<file path="src/rtl/fifo_rd_stream_pkg.sv">
// rtl/fifo_rd_stream_pkg.sv - shared types and constants for the FIFO read-side stream engine
package fifo_rd_stream_pkg;

    typedef enum logic [1:0] {
        IDLE   = 2'd0,
        STREAM = 2'd1,
        FLUSH  = 2'd2
    } state_t;

    localparam int BUF_DEPTH  = 2;
    localparam int BUF_CNT_W  = 2;
    localparam int WORD_CNT_W = 16;

    function automatic int pkt_w(input int len);
        return (len > 1) ? $clog2(len) : 1;
    endfunction

endpackage

</file>
<file path="src/rtl/fifo_rd_stream_if.sv">
// rtl/fifo_rd_stream_if.sv - FIFO read port plus output stream bundle; FIFO_RD_STREAM_LAST_EN adds m_last
interface fifo_rd_stream_if #(parameter int DSIZE = 8);

    logic             rinc;
    logic [DSIZE-1:0] rdata;
    logic             rempty;
    logic             m_valid;
    logic             m_ready;
    logic [DSIZE-1:0] m_data;
`ifdef FIFO_RD_STREAM_LAST_EN
    logic             m_last;

    modport master (output rinc, m_valid, m_data, m_last, input rdata, rempty, m_ready);
    modport slave  (input rinc, m_valid, m_data, m_last, output rdata, rempty, m_ready);
`else
    modport master (output rinc, m_valid, m_data, input rdata, rempty, m_ready);
    modport slave  (input rinc, m_valid, m_data, output rdata, rempty, m_ready);
`endif

endinterface

</file>
<file path="src/rtl/fifo_rd_skid.sv">
// rtl/fifo_rd_skid.sv - 2-entry prefetch buffer with push/pop/clear; head entry is registered
module fifo_rd_skid
    import fifo_rd_stream_pkg::*;
#(
    parameter int DSIZE = 8
) (
    input  logic                 clk,
    input  logic                 rst,
    input  logic                 push,
    input  logic [DSIZE-1:0]     push_data,
    input  logic                 pop,
    input  logic                 clear,
    output logic [DSIZE-1:0]     head_data,
    output logic [BUF_CNT_W-1:0] count
);

    logic [DSIZE-1:0] mem [BUF_DEPTH];
    logic             wr_ptr;
    logic             rd_ptr;

    always_ff @(posedge clk or posedge rst) begin
        if (rst) begin
            for (int i = 0; i < BUF_DEPTH; i++) mem[i] <= '0;
            wr_ptr <= 1'b0;
            rd_ptr <= 1'b0;
            count  <= '0;
        end else if (clear) begin
            wr_ptr <= 1'b0;
            rd_ptr <= 1'b0;
            count  <= '0;
        end else begin
            if (push) begin
                mem[wr_ptr] <= push_data;
                wr_ptr      <= ~wr_ptr;
            end
            if (pop) rd_ptr <= ~rd_ptr;
            // Simultaneous push and pop leaves the occupancy unchanged.
            if (push && !pop)      count <= count + BUF_CNT_W'(1);
            else if (!push && pop) count <= count - BUF_CNT_W'(1);
        end
    end

    assign head_data = mem[rd_ptr];

endmodule

</file>
<file path="src/rtl/fifo_rd_stream.sv">
// rtl/fifo_rd_stream.sv - drains fifo_sync into a valid/ready stream; FIFO_RD_STREAM_LAST_EN adds m_last
module fifo_rd_stream
    import fifo_rd_stream_pkg::*;
#(
    parameter int DSIZE     = 8,
    parameter int BUF_DEPTH = fifo_rd_stream_pkg::BUF_DEPTH,
    parameter int CNT_W     = WORD_CNT_W
`ifdef FIFO_RD_STREAM_LAST_EN
    ,
    parameter int PKT_LEN   = 4
`endif
) (
    input  logic              clk,
    input  logic              rst,
    fifo_rd_stream_if.master  bus,
    input  logic              flush,
    output logic              busy,
    output logic [CNT_W-1:0]  word_cnt
);

    state_t                 state;
    state_t                 state_nxt;
    logic                   inflight;
    logic [BUF_CNT_W-1:0]   buf_count;
    logic                   pop;
    logic                   push;
    logic                   rinc_c;
    logic [2:0]             occupied;
    logic [2:0]             room;

    assign pop         = bus.m_valid && bus.m_ready;
    // The word returning during FLUSH belongs to discarded history.
    assign push        = inflight && (state != FLUSH);
    assign bus.m_valid = (buf_count != '0);
    assign bus.rinc    = rinc_c;
    assign busy        = (state != IDLE) || bus.m_valid;

    fifo_rd_skid #(.DSIZE(DSIZE)) u_skid (
        .clk       (clk),
        .rst       (rst),
        .push      (push),
        .push_data (bus.rdata),
        .pop       (pop),
        .clear     (flush),
        .head_data (bus.m_data),
        .count     (buf_count)
    );

    always_comb begin
        rinc_c    = 1'b0;
        state_nxt = state;
        occupied  = {1'b0, buf_count} + {2'b00, inflight} + 3'd1;
        room      = 3'(BUF_DEPTH) + {2'b00, pop};
        if (!bus.rempty && (state != FLUSH) && (occupied <= room)) rinc_c = 1'b1;
        case (state)
            IDLE: begin
                if (flush)       state_nxt = FLUSH;
                else if (rinc_c) state_nxt = STREAM;
            end
            STREAM: begin
                if (flush) state_nxt = FLUSH;
                else if ((buf_count == '0) && !inflight && bus.rempty) state_nxt = IDLE;
            end
            FLUSH: begin
                if (!inflight) state_nxt = IDLE;
            end
            default: state_nxt = IDLE;
        endcase
    end

    always_ff @(posedge clk or posedge rst) begin
        if (rst) begin
            state    <= IDLE;
            inflight <= 1'b0;
            word_cnt <= '0;
        end else begin
            state    <= state_nxt;
            inflight <= rinc_c;
            if (pop) word_cnt <= word_cnt + CNT_W'(1);
        end
    end

`ifdef FIFO_RD_STREAM_LAST_EN
    localparam int PKT_W = pkt_w(PKT_LEN);

    logic [PKT_W-1:0] pkt_cnt;

    always_ff @(posedge clk or posedge rst) begin
        if (rst) begin
            pkt_cnt <= '0;
        end else if (flush) begin
            pkt_cnt <= '0;
        end else if (pop) begin
            pkt_cnt <= (pkt_cnt == PKT_W'(PKT_LEN - 1)) ? '0 : pkt_cnt + PKT_W'(1);
        end
    end

    assign bus.m_last = bus.m_valid && (pkt_cnt == PKT_W'(PKT_LEN - 1));
`endif

endmodule

</file>
<file path="src/flat_wrapper.sv">
// flat-port wrapper written by rule: the top's interface ports become plain ports
module fifo_rd_stream_flat import fifo_rd_stream_pkg::*;
#(
    parameter int DSIZE     = 8,
    parameter int BUF_DEPTH = fifo_rd_stream_pkg::BUF_DEPTH,
    parameter int CNT_W     = WORD_CNT_W

)
  (clk, rst, flush, busy, word_cnt, bus_rinc, bus_m_valid, bus_m_data, bus_rdata, bus_rempty, bus_m_ready);
  fifo_rd_stream_if #(.DSIZE(DSIZE)) bus_i ();
  input  logic clk;
  input  logic rst;
  input  logic flush;
  output logic busy;
  output logic [CNT_W-1:0] word_cnt;
  output wire logic [$bits(bus_i.rinc)-1:0] bus_rinc;
  output wire logic [$bits(bus_i.m_valid)-1:0] bus_m_valid;
  output wire logic [$bits(bus_i.m_data)-1:0] bus_m_data;
  input wire logic [$bits(bus_i.rdata)-1:0] bus_rdata;
  input wire logic [$bits(bus_i.rempty)-1:0] bus_rempty;
  input wire logic [$bits(bus_i.m_ready)-1:0] bus_m_ready;
  assign bus_rinc = bus_i.rinc;
  assign bus_m_valid = bus_i.m_valid;
  assign bus_m_data = bus_i.m_data;
  assign bus_i.rdata = bus_rdata;
  assign bus_i.rempty = bus_rempty;
  assign bus_i.m_ready = bus_m_ready;
  fifo_rd_stream #(.DSIZE(DSIZE), .BUF_DEPTH(BUF_DEPTH), .CNT_W(CNT_W)) u_core (.clk(clk), .rst(rst), .bus(bus_i), .flush(flush), .busy(busy), .word_cnt(word_cnt));
endmodule
</file>
<file path="config.mk">
export PLATFORM = sky130hd
export DESIGN_NAME = fifo_rd_stream_flat
export DESIGN_NICKNAME = d
export VERILOG_FILES = /design/src/rtl/fifo_rd_stream_pkg.sv /design/src/rtl/fifo_rd_stream_if.sv /design/src/rtl/fifo_rd_skid.sv /design/src/rtl/fifo_rd_stream.sv /design/src/flat_wrapper.sv
export SDC_FILE = /design/constraint.sdc
export NUM_CORES = 1
export LEC_CHECK = 0
export ABC_AREA = 1
export CORE_MARGIN = 2
export CORE_UTILIZATION = 55
export CTS_CLUSTER_SIZE = 14
export DETAILED_ROUTE_END_ITERATION = 6
export PLACE_DENSITY = 0.84
export REMOVE_ABC_BUFFERS = 1
export SLEW_MARGIN = 40
export SYNTH_ARGS = -nofsm -noshare
export SYNTH_HDL_FRONTEND = slang
export SYNTH_HIERARCHICAL = 1
export SYNTH_SLANG_ARGS = --single-unit
</file>
<file path="constraint.sdc">
create_clock -name clk -period 2.8 [get_ports clk]
set_clock_uncertainty 0.05 [all_clocks]
set_input_delay 0.84 -clock clk [delete_from_list [all_inputs] [get_ports clk]]
set_output_delay 0.84 -clock clk [all_outputs]
set_load 0.01 [all_outputs]
</file>
=== Word level (Yosys, flattened, before mapping) ===
Cells that the tools add are included.

* Bitwise gates (word level): 5
* Mux-type cells: 20
* Add/subtract/negate cells: 6
* Reductions and logical operators: 23
* Eq/ne operators: 6
* Order comparisons: 4

{| class="wikitable"
|+ Operators with widths
! cell !! count
|-
| 8-bit 2-to-1 mux || 4
|-
| 16-bit by 1-bit adder with 16-bit output (second input constant) || 1
|-
| 16-bit bitwise mux || 1
|-
| 2-bit 2-to-1 mux || 8
|-
| 1-bit logical AND || 9
|-
| 8-bit demux with 1-bit select || 1
|-
| 2-bit nonzero test || 4
|-
| 3-bit by 2-bit inequality test with 1-bit output (second input constant) || 2
|-
| 2-bit one-hot mux with 3 select lines || 1
|-
| 1-bit 2-to-1 mux || 5
|-
| 2-bit >= comparator (second input constant) || 2
|-
| 1-bit zero test || 4
|-
| 2-bit zero test || 2
|-
| 2-bit inequality test (second input constant) || 2
|-
| 1-bit inverter with 2-bit output || 2
|-
| 2-bit by 1-bit adder with 3-bit output || 1
|-
| 2-bit by 1-bit adder with 3-bit output (first input constant) || 1
|-
| 3-bit by 1-bit adder with 3-bit output (second input constant) || 1
|-
| 3-bit less-or-equal comparator || 1
|-
| 1-bit inverter || 3
|-
| 3-bit AND reduction || 1
|-
| 3-bit nonzero test || 1
|-
| 2-bit by 1-bit adder with 2-bit output (second input constant) || 1
|-
| 2-bit by 1-bit equality test with 1-bit output (second input constant) || 1
|-
| other kinds (5) || 5
|}

* Register bits: 39
* Word-level logic and storage cells: 72
* Input port bits: 13
* Output and inout port bits: 27

=== Logic depth before layout (Yosys ltp) ===
Gate-level depths: netlist (run 1).

* Depth in word-level cells: 9
* Mapped depth: 9
* Depth with buffers taken out: 9

=== Cells and area by module ===
The synthesis (run 1) kept the hierarchy.

{| class="wikitable"
|+ By module, submodules not included
! module !! area each (µm²) !! sequential area each (µm²) !! times used !! cells an instance
|-
| fifo_rd_stream || 1057.3 || 475.5 || 1 || 128
|-
| fifo_rd_skid || 989.7 || 500.5 || 1 || 101
|}

=== Worst setup path after synthesis (run 1) ===
Ideal clock, no wire load.

* Kind: input to output
* From: input port bus_m_ready
* To: output port bus_rinc
* Slack: 0.318 ns
* Data required time: 1.910 ns
* Data arrival time: 1.592 ns
* Stages on the path: 7
* Path buffers: 0
* Cells stage by stage: inv_1 nor2_4 ha_1 inv_1 nand3_1 nand4_1 inv_1

* Cells in the longest elaborated chain, start to end: 5

{| class="wikitable"
|+ RTL lines
! item !! RTL line !! text
|-
| from (decl) || flat_wrapper.sv:21 || <nowiki>input wire logic [$bits(bus_i.m_ready)-1:0] bus_m_ready;</nowiki>
|-
| 1-bit logical AND || fifo_rd_stream.sv:31 || <nowiki>assign pop = bus.m_valid && bus.m_ready;</nowiki>
|-
| via u_core.pop || fifo_rd_stream.sv:25 || <nowiki>logic pop;</nowiki>
|-
| 2-bit by 1-bit adder with 3-bit output || fifo_rd_stream.sv:53 || <nowiki>room = 3'(BUF_DEPTH) + {2'b00, pop};</nowiki>
|-
| 3-bit less-or-equal comparator || fifo_rd_stream.sv:54 || <nowiki>if (!bus.rempty && (state != FLUSH) && (occupied <= room)) rinc_c = 1'b1;</nowiki>
|-
| 1-bit logical AND || fifo_rd_stream.sv:54 ||
|-
| 1-bit 2-to-1 mux || fifo_rd_stream.sv:54 ||
|-
| to (decl) || flat_wrapper.sv:16 || <nowiki>output wire logic [$bits(bus_i.rinc)-1:0] bus_rinc;</nowiki>
|}

The timed path passes the listed nets, and every way through them passes these cells.

=== Worst setup path after layout (run 1) ===
Same ends and word-level chain as after synthesis.

==> results.cfg, run 1 <==
[run_status]
status = complete, no violations

[hold_path]
hp-class = register to register
hp-start = u_core/u_skid/mem[12]$_DFFE_PP0P_

[grt]
grt_pass1_wl_um = 6596
grt-ovfl-total = 0
grt_max_degree = 21
antenna_found_initial = 0
track_usage_pct = 20.61
grt_pass1_vias = 1592

[cells_and_area]
fill_cells = 270
fin_util_pct = 73.14
final_nets = 297
insertedDiodeCount = 0
final_cells = 329
drive_above_1_share_pct = 18.86
syn_to_final_growth_pct = 28.85

[timing]
timing.final.hold_violations = 0
setup_ws_ps = 91.50
max_freq_ghz = 0.3692
slew_viol_final = 0
finalSetupViolations = 0
slew-limit-headroom_pct = 53.52
fin_crit_sh_pct = 96.73
post-route-min-period_ps = 2708
worst_pin_slew_ps = 693.0

[place]
placed_cells = 320
place_worst_setup_slack_ps = -583.6
dp_hpwl_um = 2769
gp_congestion = 0.8270
port_buffers = 39

[worst_setup_path]
cp_max_fo = 2
crit_path_frequent_cell = inv_1
startpoint_type = primary input
worstSetupPathType = primary input to output pin
crit_required_ps = 1910
cp_slowest_stage_delay_ps = 200
endpoint_kind = output pin
r2r_start = u_core/state[1]$_DFFE_PP0P_
crit_path_start = bus_m_ready
crit_path_cell_trace = clkdlybuf4s15_1 > inv_2 > nor2_4 > ha_4 > inv_1 > nand3_1 > nand4_1 > inv_1 > buf_2
cp_slowest_cell = ha_4
critPathArrivalTime_ps = 1820

[clocking]
clkLatencyLatePin_ps = 290
cts_buffer_depth = 2
clock-sinks = 39
clk_pin_slew_ps = 70
cts_buffers = 5
cts_max_level = 2
cts-root-buf = clkbuf_8
tritoncts = yes

[detailed_routing]
post_drt_wl_per_cell_um = 11.60
initialDrtViolationCount = 77
first_pass_iters = 4
wl_um = 3817
drc = 0
ant_nets = 0
viasPerCell = 4.933
vias = 1623

[synthesis]
ys_types = 23
synth_flop_cell = dfrtp_1
yosysTopAreaCell = dfrtp_1
synth_sequential_area_ratio_pct = 47.68
yosysMostFrequentCell = nand2_1
yosys-top-cells-count = nand2_1, inv_1, dfrtp_1
synth_area_leaders = dfrtp_1, nand2_1, inv_1
netlist_area_um2 = 2047
yosysTopAreaCellShare_pct = 47.68
synthCells = 229
ys_warn_count = 6
syn_area_per_cell_um2 = 8.939
synth_edf_count = 0
synth_seq_cells = 39
async_flop_share_pct = 100.0

[floorplan]
core_um2 = 3606
row_count = 22
die_w_um = 65.01
die-area_um2 = 4226
fp.dieH_um = 65.01
io_pins = 40
start_util_pct = 56.77

[job]
max-cap-violations = 0

[pwr]
leakage_uw = 0.001315
finalPower_uw = 2382
cellPowerDensity_nw_per_um2 = 903.3
peakVddDrop_mv = 0.5452
-- critical path, delay by kind of cell --
kind / cells / cell delay (ps)
and+or+nand+nor: 3 / 290
adders and majority gates: 1 / 200
buffers and inverters: 5 / 480
-- layer usage --
| metal | vias to the layer above | GRT usage, % | part of all wire [%] |
|---|---|---|---|
| met1 | 760 | 22.88 | 43 |
| met3 | 8 | 5.903 | 5.0 |
| met5 | - | 0 | 0 |
| met4 | 0 | 9.043 | 1.8 |
| met2 | 37 | 36.47 | 50 |
| li1 | 818 | - | - |
-- stage by stage --
step           TNS [ps]  hold WS, ps  cell area [um2]
2_1_floorplan         0        399.3             2019
3_3_place_gp     -551.7        410.8             2522
3_5_place_dp     -583.6        415.8             2522
4_1_cts               0        433.4             2616
5_1_grt          -7.272        445.0             2638
6_report              0        431.3             2638
-- layout by cell type (no fill, tap or decap), types with 2 or more instances in the layout --
cell type        instances
mux2_2                   8
nor2_4                   2
inv_1                   39
clkdlybuf4s50_1         37
nand2_1                 55
xnor2_1                  4
nand4_1                  5
nor3_1                   3
dfrtp_1                 39
ha_1                     3
nor2_1                  14
o21ai_2                 17
clkbuf_8                 7
xor2_1                   8
clkinv_1                 2
nand3_1                 14
nand3_2                  2
buf_4                    8
nor2_2                   3
-- where the power goes --
group	internal [uW]	switching, uW
Sequential	736	142
Combinational	575	524
Clock	224	181
Total	1540	847
-- path summary, 6_finish.rpt --
check                      cells past startpoint                                 to  slack, ps
setup / recovery                               9                           bus_rinc         90
hold / removal                                 2  u_core/u_skid/mem[12]$_DFFE_PP0P_        430
setup reg to reg                               4   u_core/u_skid/mem[8]$_DFFE_PP0P_       1030
hold reg to reg                                2  u_core/u_skid/mem[12]$_DFFE_PP0P_        430
max in group asynchronous                      2  u_core/u_skid/mem[10]$_DFFE_PP0P_       1500
min in group asynchronous                      2     u_core/word_cnt[4]$_DFFE_PP0P_        860
-- logic make-up after synthesis --
family | synth area share (%)
xor+xnor | 5.134
flops | 47.68
compound gates | 8.006
buf+inv | 9.046
simple gates | 23.29
mux | 4.401
fa+ha+maj | 2.445
-- layout make-up --
class	count	area (um2)	share of cell area, %
Clock buffer	8	100.1	3.795
Timing Repair Buffer	47	445.4	16.89
Inverter	42	157.7	5.977
Multi-Input combinational cell	145	898.4	34.06
Sequential cell	39	975.9	37.00
Tap cell	48	60.06	2.277
-- state kept, by name, summed over array words and instances, names as in the netlist --
register and cells:
u_core/u_skid/mem 16, u_core/word_cnt 16, u_core/state 2, u_core/u_skid/count 2, u_core/inflight 1, u_core/u_skid/rd_ptr 1
u_core/u_skid/wr_ptr 1
-- timing repair --
item | 4_1_cts | 5_1_grt
gates resized for setup | 6 | 2
pin swaps | 0 | 1
hold buffers | 0 | 0
buffers inserted | 0 | 1
endpoints found under the setup margin | 1 | 1
Power figures use the tool's default switching activity.
==> run 2, diff against run 1 <==
--- a/config.mk
+++ b/config.mk
@@ -12,6 +12,7 @@
 export DETAILED_ROUTE_END_ITERATION = 6
 export PLACE_DENSITY = 0.84
 export REMOVE_ABC_BUFFERS = 1
+export SKIP_LAST_GASP = 1
 export SLEW_MARGIN = 40
 export SYNTH_ARGS = -nofsm -noshare
 export SYNTH_HDL_FRONTEND = slang
==> results of run 2 <==
Final layout, timing and power as in run 1 (identical DEF).
